[src/rtl/serial_add_pkg.sv]
// Shared definitions for the bit-serial adder controller: FSM state encoding
// and the operand width legality check used at elaboration.
`ifndef SERIAL_ADD_PKG_SV
`define SERIAL_ADD_PKG_SV

`define SERIAL_ADD_CHECK_WIDTH(w) \
    if ((w) < 1 || (w) > serial_add_pkg::MAX_WIDTH) begin : g_width_check \
        $error("serial_add_ctrl: WIDTH must be in 1..32"); \
    end

package serial_add_pkg;

    localparam int MAX_WIDTH = 32;

    typedef enum logic [1:0] {
        ST_IDLE = 2'd0,
        ST_RUN  = 2'd1,
        ST_DONE = 2'd2
    } state_t;

endpackage

`endif

[src/rtl/fulladder.sv]
// Single-bit full adder; the only datapath element of the serial adder.
module fulladder (
    output logic sum,
    output logic cout,
    input  logic x,
    input  logic y,
    input  logic cin
);

    assign sum  = x ^ y ^ cin;
    assign cout = (x & y) | (x & cin) | (y & cin);

endmodule

[src/rtl/serial_add_ctrl.sv]
// Bit-serial adder controller: one shared full adder walks the operands
// LSB-first, the carry lives in a flop, and the result lands with a done pulse.
module serial_add_ctrl
    import serial_add_pkg::*;
#(
    parameter int WIDTH = 8
) (
    input  logic             clk,
    input  logic             rst_n,
    input  logic             start,
    input  logic [WIDTH-1:0] a,
    input  logic [WIDTH-1:0] b,
    input  logic             cin,
    output logic             busy,
    output logic             done,
    output logic [WIDTH-1:0] sum,
    output logic             cout
);

    localparam int CNT_W = $clog2(WIDTH + 1);

    `SERIAL_ADD_CHECK_WIDTH(WIDTH)

    state_t           state;
    state_t           state_next;
    logic [WIDTH-1:0] a_sh;
    logic [WIDTH-1:0] b_sh;
    logic [WIDTH-1:0] r_sh;
    logic [WIDTH-1:0] r_next;
    logic             carry;
    logic [CNT_W-1:0] cnt;
    logic             fa_sum;
    logic             fa_cout;
    logic             last_bit;

    fulladder u_fa (
        .sum  (fa_sum),
        .cout (fa_cout),
        .x    (a_sh[0]),
        .y    (b_sh[0]),
        .cin  (carry)
    );

    assign last_bit = (cnt == CNT_W'(WIDTH - 1));

    // Result bits enter at the MSB so that after WIDTH shifts the LSB sits at bit 0.
    generate
        if (WIDTH == 1) begin : g_single
            assign r_next = fa_sum;
        end else begin : g_multi
            assign r_next = {fa_sum, r_sh[WIDTH-1:1]};
        end
    endgenerate

    always_comb begin
        state_next = state;
        case (state)
            ST_IDLE: if (start)    state_next = ST_RUN;
            ST_RUN:  if (last_bit) state_next = ST_DONE;
            ST_DONE:               state_next = ST_IDLE;
            default:               state_next = ST_IDLE;
        endcase
    end

    always_ff @(posedge clk or negedge rst_n) begin
        if (!rst_n) begin
            state <= ST_IDLE;
            busy  <= 1'b0;
            done  <= 1'b0;
            sum   <= '0;
            cout  <= 1'b0;
            a_sh  <= '0;
            b_sh  <= '0;
            r_sh  <= '0;
            carry <= 1'b0;
            cnt   <= '0;
        end else begin
            state <= state_next;
            busy  <= (state_next == ST_RUN);
            done  <= (state_next == ST_DONE);
            case (state)
                ST_IDLE: begin
                    if (start) begin
                        a_sh  <= a;
                        b_sh  <= b;
                        carry <= cin;
                        cnt   <= '0;
                    end
                end
                ST_RUN: begin
                    a_sh  <= a_sh >> 1;
                    b_sh  <= b_sh >> 1;
                    r_sh  <= r_next;
                    carry <= fa_cout;
                    cnt   <= cnt + CNT_W'(1);
                    // Results are only touched on the final-bit edge so they stay stable otherwise.
                    if (last_bit) begin
                        sum  <= r_next;
                        cout <= fa_cout;
                    end
                end
                default: ;
            endcase
        end
    end

endmodule

[config.mk]
export PLATFORM = sky130hd
export DESIGN_NAME = serial_add_ctrl
export DESIGN_NICKNAME = d
export VERILOG_FILES = /design/src/rtl/serial_add_pkg.sv /design/src/rtl/fulladder.sv /design/src/rtl/serial_add_ctrl.sv
export SDC_FILE = /design/constraint.sdc
export NUM_CORES = 1
export LEC_CHECK = 0
export CORE_ASPECT_RATIO = 0.75
export CORE_UTILIZATION = 36
export DETAILED_ROUTE_END_ITERATION = 12
export PLACE_DENSITY = 0.63
export SYNTH_ARGS = -nofsm -noshare
export SYNTH_HDL_FRONTEND = slang
export SYNTH_SLANG_ARGS = --single-unit
[constraint.sdc]
create_clock -name clk -period 3.6 [get_ports clk]
set_input_delay 1.08 -clock clk [delete_from_list [all_inputs] [get_ports clk]]
set_output_delay 1.08 -clock clk [all_outputs]
set_load 0.02 [all_outputs]
==> results of run 1 <==
registers in the layout, indices dropped and copies added (netlist names):
name	cells
b_sh	8
done	1
cout	1
cnt	4
a_sh	8
state	2
busy	1
sum	8
carry	1
r_sh	7
routing by layer:
metal,track usage [%],vias to the layer above,part of all wire [%]
met3,4.38,5,4.1
met2,24.3,27,47
met1,21.4,618,47
met4,5.82,0,1.3
met5,0,-,0
li1,-,623,-
worst paths after layout:
| check | to | slack [ns] | depth (start not counted) |
|---|---|---|---|
| setup / recovery | a_sh[4] | 1.12 | 4 |
| hold reg to reg | r_sh[1] | 0.48 | 2 |
| min in group asynchronous | cnt[2] | 0.91 | 1 |
| max in group asynchronous | state[1] | 2.12 | 1 |
| hold / removal | r_sh[1] | 0.48 | 2 |
| setup reg to reg | sum[3] | 1.36 | 3 |
tightest hold or removal path, cell delays in order (launching register included):
cell and delay (ns):
dfrtp_1 0.34, nand2_1 0.05, nand2_1 0.05
power breakdown:
group          internal [mW]  switching (mW)  total, mW
Sequential             0.645           0.170      0.815
Clock                  0.226           0.158      0.384
Combinational          0.308           0.326      0.633
Total                   1.18           0.654       1.83
layout by cell type, fill, tap and decap left out, drive strengths merged:
master / n
bufinv: 1
o311ai: 1
o21bai: 1
dfrtp: 41
a21oi: 10
fa: 1
nand3: 2
nand2: 33
o21ai: 17
a32o: 1
mux2: 10
inv: 1
a22o: 2
nor3: 2
clkdlybuf4s50: 29
buf: 2
a22oi: 15
nand2b: 1
nor2b: 11
nor2: 2
ha: 1
clkbuf: 7
Yosys cell counts, types with 2 or more instances:
master    instances  area [µm²]
nand2_1          32         120
nand3_1           2        10.0
buf_2             4        20.0
a22oi_1          15         113
o21ai_0          17        85.1
dfrtp_1          41        1030
nor2_1            2        7.51
mux2_2           10         113
a21oi_1          10        50.1
clkbuf_1          6        22.5
nor2b_1          11        68.8
cell families (layout without fill, tap and decap cells):
| logic type | after synthesis | after routing |
|---|---|---|
| adder cells (fa/ha/maj) | 2 | 2 |
| flip-flops | 41 | 41 |
| multiplexers | 10 | 10 |
| AO/OA/AOI/OAI | 47 | 47 |
| AND/OR/NAND/NOR | 51 | 51 |
| buffers and inverters | 11 | 40 |
area by class of cell:
type / instances / area [µm²] / area share (%)
well taps: 57 / 71.3 / 3.24
clock buffers: 7 / 86.3 / 3.93
multi-input cells: 110 / 678 / 30.8
inverters: 1 / 3.75 / 0.171
flip-flops and latches: 41 / 1030 / 46.7
clock inverters: 1 / 30.0 / 1.37
repair buffers: 31 / 303 / 13.8
==> impl_results.md, run 1 <==
- Outcome: complete, no violations
- Setup violations, final: 0
- Post_cts resized: 0
- DRC: 0
- Nets@finish: between 200 and 250
- CTS buffer count: 5
- Crit-path leading delay family: buffers and inverters
- Final Max Slew Viols: 0
- Clk buf depth: 2
- Final RePlAce weighted congestion: 0.769
- Worst-margin pin slew: between 1 and 1.5 ns
- Worst setup SP type: primary input
- Inst Count DP: 240
- Placed wire-length estimate: about 2400 µm
- Synth Flop Type: dfrtp_1
- Antenna Nets Post-Route: 0
- Asr flop ratio synth: 100%
- Clk Tree Root Cell: clkbuf_8
- CTS sink count: between 40 and 50
- First-pass GRT wire length: a little over 6000 µm
- CP endpoint kind: flop
- EDFF count, synth: 0
- Post-synth net total: between 150 and 200
- Area delta synth->final: 25.6%
- Crit path kind: primary input to flop
- Min-delay src: r_sh[1]
- Unrepaired setup endpoints after global routing: no
- Clk slew on worst S/H paths: approximately 0.080 ns
- Row count: 21
- Max-cap viol count: 0
- Final period util: between 60 and 70%
- Synth cell types: 23
- Critical-path top delay cell: clkdlybuf4s50_1
- Post-CTS Setup Bufs: 0
- WHS: roughly 0.48 ns
- Mux cell area share after synthesis: about 6.4%
- FF+latch count, synth: 41
- CP bufs+invs: 1
- Combined area of all synthesized cells: ~0.0018 mm²
- Post-route setup TNS: 0 ns
- Fin util: around half
- Share of cells above drive strength 1: between 10% and 20%
- IO buf count: 30
- Slew HR: between 20% and 30%
- Leakage: between 0.9 and 1 nW
- CTS tree: done
- Slowest stage delay, CP: about 0.70 ns
- Gr usage total: roughly 16%
- Worst Hold Class: flop to flop
- Initial Util: about two fifths
- Via density: about 5
- Min Clock Period, post-route: between 2 and 2.5 ns
- Skew-Pair Late Insertion Delay: around 0.29 ns
- Worst path cell trace: clkdlybuf4s50_1 -> nor2b_1 -> a22oi_1 -> o21ai_0
- Design Area, Final: between 0.002 and 0.0025 mm²
- Post-Layout Cell Count: between 200 and 250
- H-tree Lvls: 2
- Cell Area, Placed: ~0.0021 mm²
- Largest net degree at the start of global routing: 42
- Seq/Total Area, Yosys: about 59%
- Cell Pwr Density: between 800 and 900 mW/mm²
- Routed WL per cell: about 14 µm
- Crit path arrival time: 2.69 ns
- Worst Setup SP: start
- Maximum VDD drop: between 200 and 300 µV
- Final setup margin: 1.12 ns
- RR Startpoint: state[0]
- Die Ht: around 62 µm
- Post-synthesis simple-gate area fraction: 13.7%
- Worst Path Max Fanout: 11
- Place WS: 0.758 ns
- Die area: between 0.005 and 0.006 mm²
- Via count: around 1300
- Initial antenna violation count: 0
- CTS Hold Bufs: 0
- Post-synthesis compound-gate area fraction: between 10% and 20%
- Ys Warns: 0
- Clock skew: about 0.0046 ns
- Fill count: ~440
- Synth Instances: roughly 160
- DRT iter0 DRCs: 92
- Core area: around 0.0046 mm²
- Post-Route WL: approximately 3500 µm
- Post-Synth Adder-Cell Area: about 1.9%
- Tot Pwr: roughly 1.8 mW
- WP data required: ~3.8 ns
- Vias in the first global route: 1273
- Die width: between 80 and 90 µm
- Final hold viol count: 0
- Post-Synth XOR/XNOR Area: 0%
- FMAX: 403 MHz
- Antenna diode count: 0
- Main combinational cell family by area after synthesis: compound AO/OA/AOI/OAI gates
- GR Overflow Total: 0
- Drt pass-1 iters: 4
- Io pins: 31
- Avg Inst Size Synth: 10.8 µm²
(Power assumes the default switching activity.)
==> run 2, diff against run 1 <==
==> constraint.sdc (replaced) <==
create_clock -name clk -period 2.4 [get_ports clk]
set_input_delay 0.72 -clock clk [delete_from_list [all_inputs] [get_ports clk]]
set_output_delay 0.72 -clock clk [all_outputs]
set_load 0.02 [all_outputs]
==> run 2 against run 1 <==
Register-to-register slack worse by 0.60 ns; worst setup slack worse by 0.69 ns; final area up 1.2%; count of clock-buffer cells in the layout down 1; combinational power up 72%; clock power up 20%; critical path type is now flop to output pin; largest cell class unchanged; largest power group unchanged; highest routed layer unchanged.
==> impl_results.md, run 2 (synthesized netlist as in run 1, its figures left out) <==
- Clk pwr share: 17.0%
- Top flop regs: a_sh: 8 flops, b_sh: 8 flops, sum: 8 flops
- Nets@finish: approximately 220
- Sequential Power Share: between 40% and 50%
- Worst Hold Class: primary input to asynchronous set/reset pin
- CTS Hold Bufs: 0
- CP endpoint kind: output pin
- Antenna Nets Post-Route: 0
- H-tree Lvls: 2
- Cell Pwr Density: roughly 1200 mW/mm²
- DRT iter0 DRCs: 89
- First-pass GRT wire length: 6210 µm
- CP bufs+invs: 1
- Worst setup SP type: flop
- Critical-path top delay cell: clkdlybuf4s50_1
- Final period util: between 80% and 90%
- Worst path cell trace: clkdlybuf4s50_1
- Drt pass-1 iters: 4
- Gr usage total: around 16%
- Most frequent cells in the layout: dfrtp_1, nand2_1, clkdlybuf4s50_1, o21ai_0, a22oi_1
- WP data required: approximately 1.7 ns
- Skew-Pair Late Insertion Delay: ~0.29 ns
- Min Clock Period, post-route: 1.97 ns
- Clk Tree Root Cell: clkbuf_8
- Post-route setup TNS: 0 ns
- Setup violations, final: 0
- Fin util: between 40 and 50%
- Clk slew on worst S/H paths: roughly 0.08 ns
- Io pins: 31
- Die Ht: between 60 and 70 µm
- Worst-margin pin slew: 0.545 ns
- Post-CTS Setup Bufs: 0
- Design Area, Final: roughly 0.0022 mm²
- Final RePlAce weighted congestion: 0.761
- Logic gate share of total power: 40.4%
- Final hold viol count: 0
- Internal: 1.71 mW
- CTS tree: done
- Placed wire-length estimate: between 2000 and 2500 µm
- GR Overflow Total: 0
- Row count: 21
- Die area: approximately 0.0051 mm²
- Commonest non-fill, non-tap cell in the layout: dfrtp_1
- Unrepaired setup endpoints after global routing: no
- Final Max Slew Viols: 0
- Crit-path leading delay family: buffers and inverters
- CTS sink count: 41
- IO buf count: 30
- Via count: 1274
- Die width: 82.5 µm
- Antenna diode count: 0
- Post-Route WL: 3450 µm
- Leakage: 0.969 nW
- Maximum VDD drop: 451 µV
- Slowest stage delay, CP: 0.60 ns
- FMAX: between 500 and 600 MHz
- Largest net degree at the start of global routing: 42
- Worst Path Max Fanout: 2
- Initial antenna violation count: 0
- Max-cap viol count: 0
- Clk buf depth: 2
- Post_cts resized: 0
- Cell Area, Placed: 0.00213 mm²
- Vias in the first global route: 1250
- Switch Pwr: around 990 µW
- Crit path kind: flop to output pin
- Share of cells above drive strength 1: between 10% and 20%
- WHS: roughly 0.48 ns
- Switching Fraction: 36.7%
- Outcome: complete, no violations
- DRC: 0
- Slew HR: between 60 and 70%
- Via density: 5.02
- CTS buffer count: 5
- Crit path arrival time: about 1.3 ns
- Clock skew: 0.00330 ns
- Core area: between 0.004 and 0.005 mm²
- Initial Util: 38.3%
- Routed WL per cell: 13.6 µm
- Area delta synth->final: 27.1%
## run 2: changes by cell type in the layout (fill, tap and decap cells not counted), sizes merged
| cell | change |
|---|---|
| bufinv | -1 |
| buf | +7 |
| clkbuf | -1 |
| clkinvlp | +1 |
## run 2: final cells by class
class,count,area (µm²)
Clock buffer,6,82.6
Clock inverter,1,7.51
Fill cell,427,2350
Inverter,1,3.75
Multi-Input combinational cell,110,678
Sequential cell,41,1030
Tap cell,57,71.3
Timing Repair Buffer,38,355
## run 2: final timing paths
| check | slack [ns] | depth (start not counted) | to | from |
|---|---|---|---|---|
| setup reg to reg | 0.76 | 4 | sum[4] | cnt[0] |
| setup / recovery | 0.43 | 1 | sum[4] | sum[4] |
| min in group clk | 0.48 | 2 | r_sh[1] | r_sh[1] |
| hold reg to reg | 0.48 | 2 | r_sh[1] | r_sh[1] |
| max in group asynchronous | 1.58 | 2 | a_sh[3] | rst_n |
| hold / removal | 0.48 | 2 | sum[3] | rst_n |
## run 2: per-layer routing
layer / track usage, % / routed length, µm / part of all wire, % / vias up
met3: 4.23 / 131 / 3.8 / 6
met5: 0 / 0 / 0 / -
met4: 5.17 / 51 / 1.5 / 0
li1: - / - / - / 634
met1: 23.4 / 1700 / 49 / 608
met2: 23.3 / 1570 / 45 / 26
## run 2: power by group through the flow
stage / sequential [mW] / combinational [mW] / clock (mW)
6_report: 1.15 / 1.09 / 0.460
3_5_place_dp: 1.16 / 1.11 / 0
2_1_floorplan: 1.22 / 0.625 / 0
4_1_cts: 1.15 / 1.11 / 0.474
3_3_place_gp: 1.15 / 1.07 / 0
5_1_grt: 1.20 / 1.23 / 0.499
## run 2: through the flow
| step | worst slack (ns) | total power [mW] | cells |
|---|---|---|---|
| 6_report | 0.434 | 2.70 | 254 |
| 5_1_grt | 0.367 | 2.92 | 254 |
| 4_1_cts | 0.412 | 2.73 | 254 |
| 3_5_place_dp | 0.273 | 2.27 | 247 |
| 3_3_place_gp | 0.317 | 2.22 | 247 |
| 2_1_floorplan | 0.782 | 1.85 | 162 |
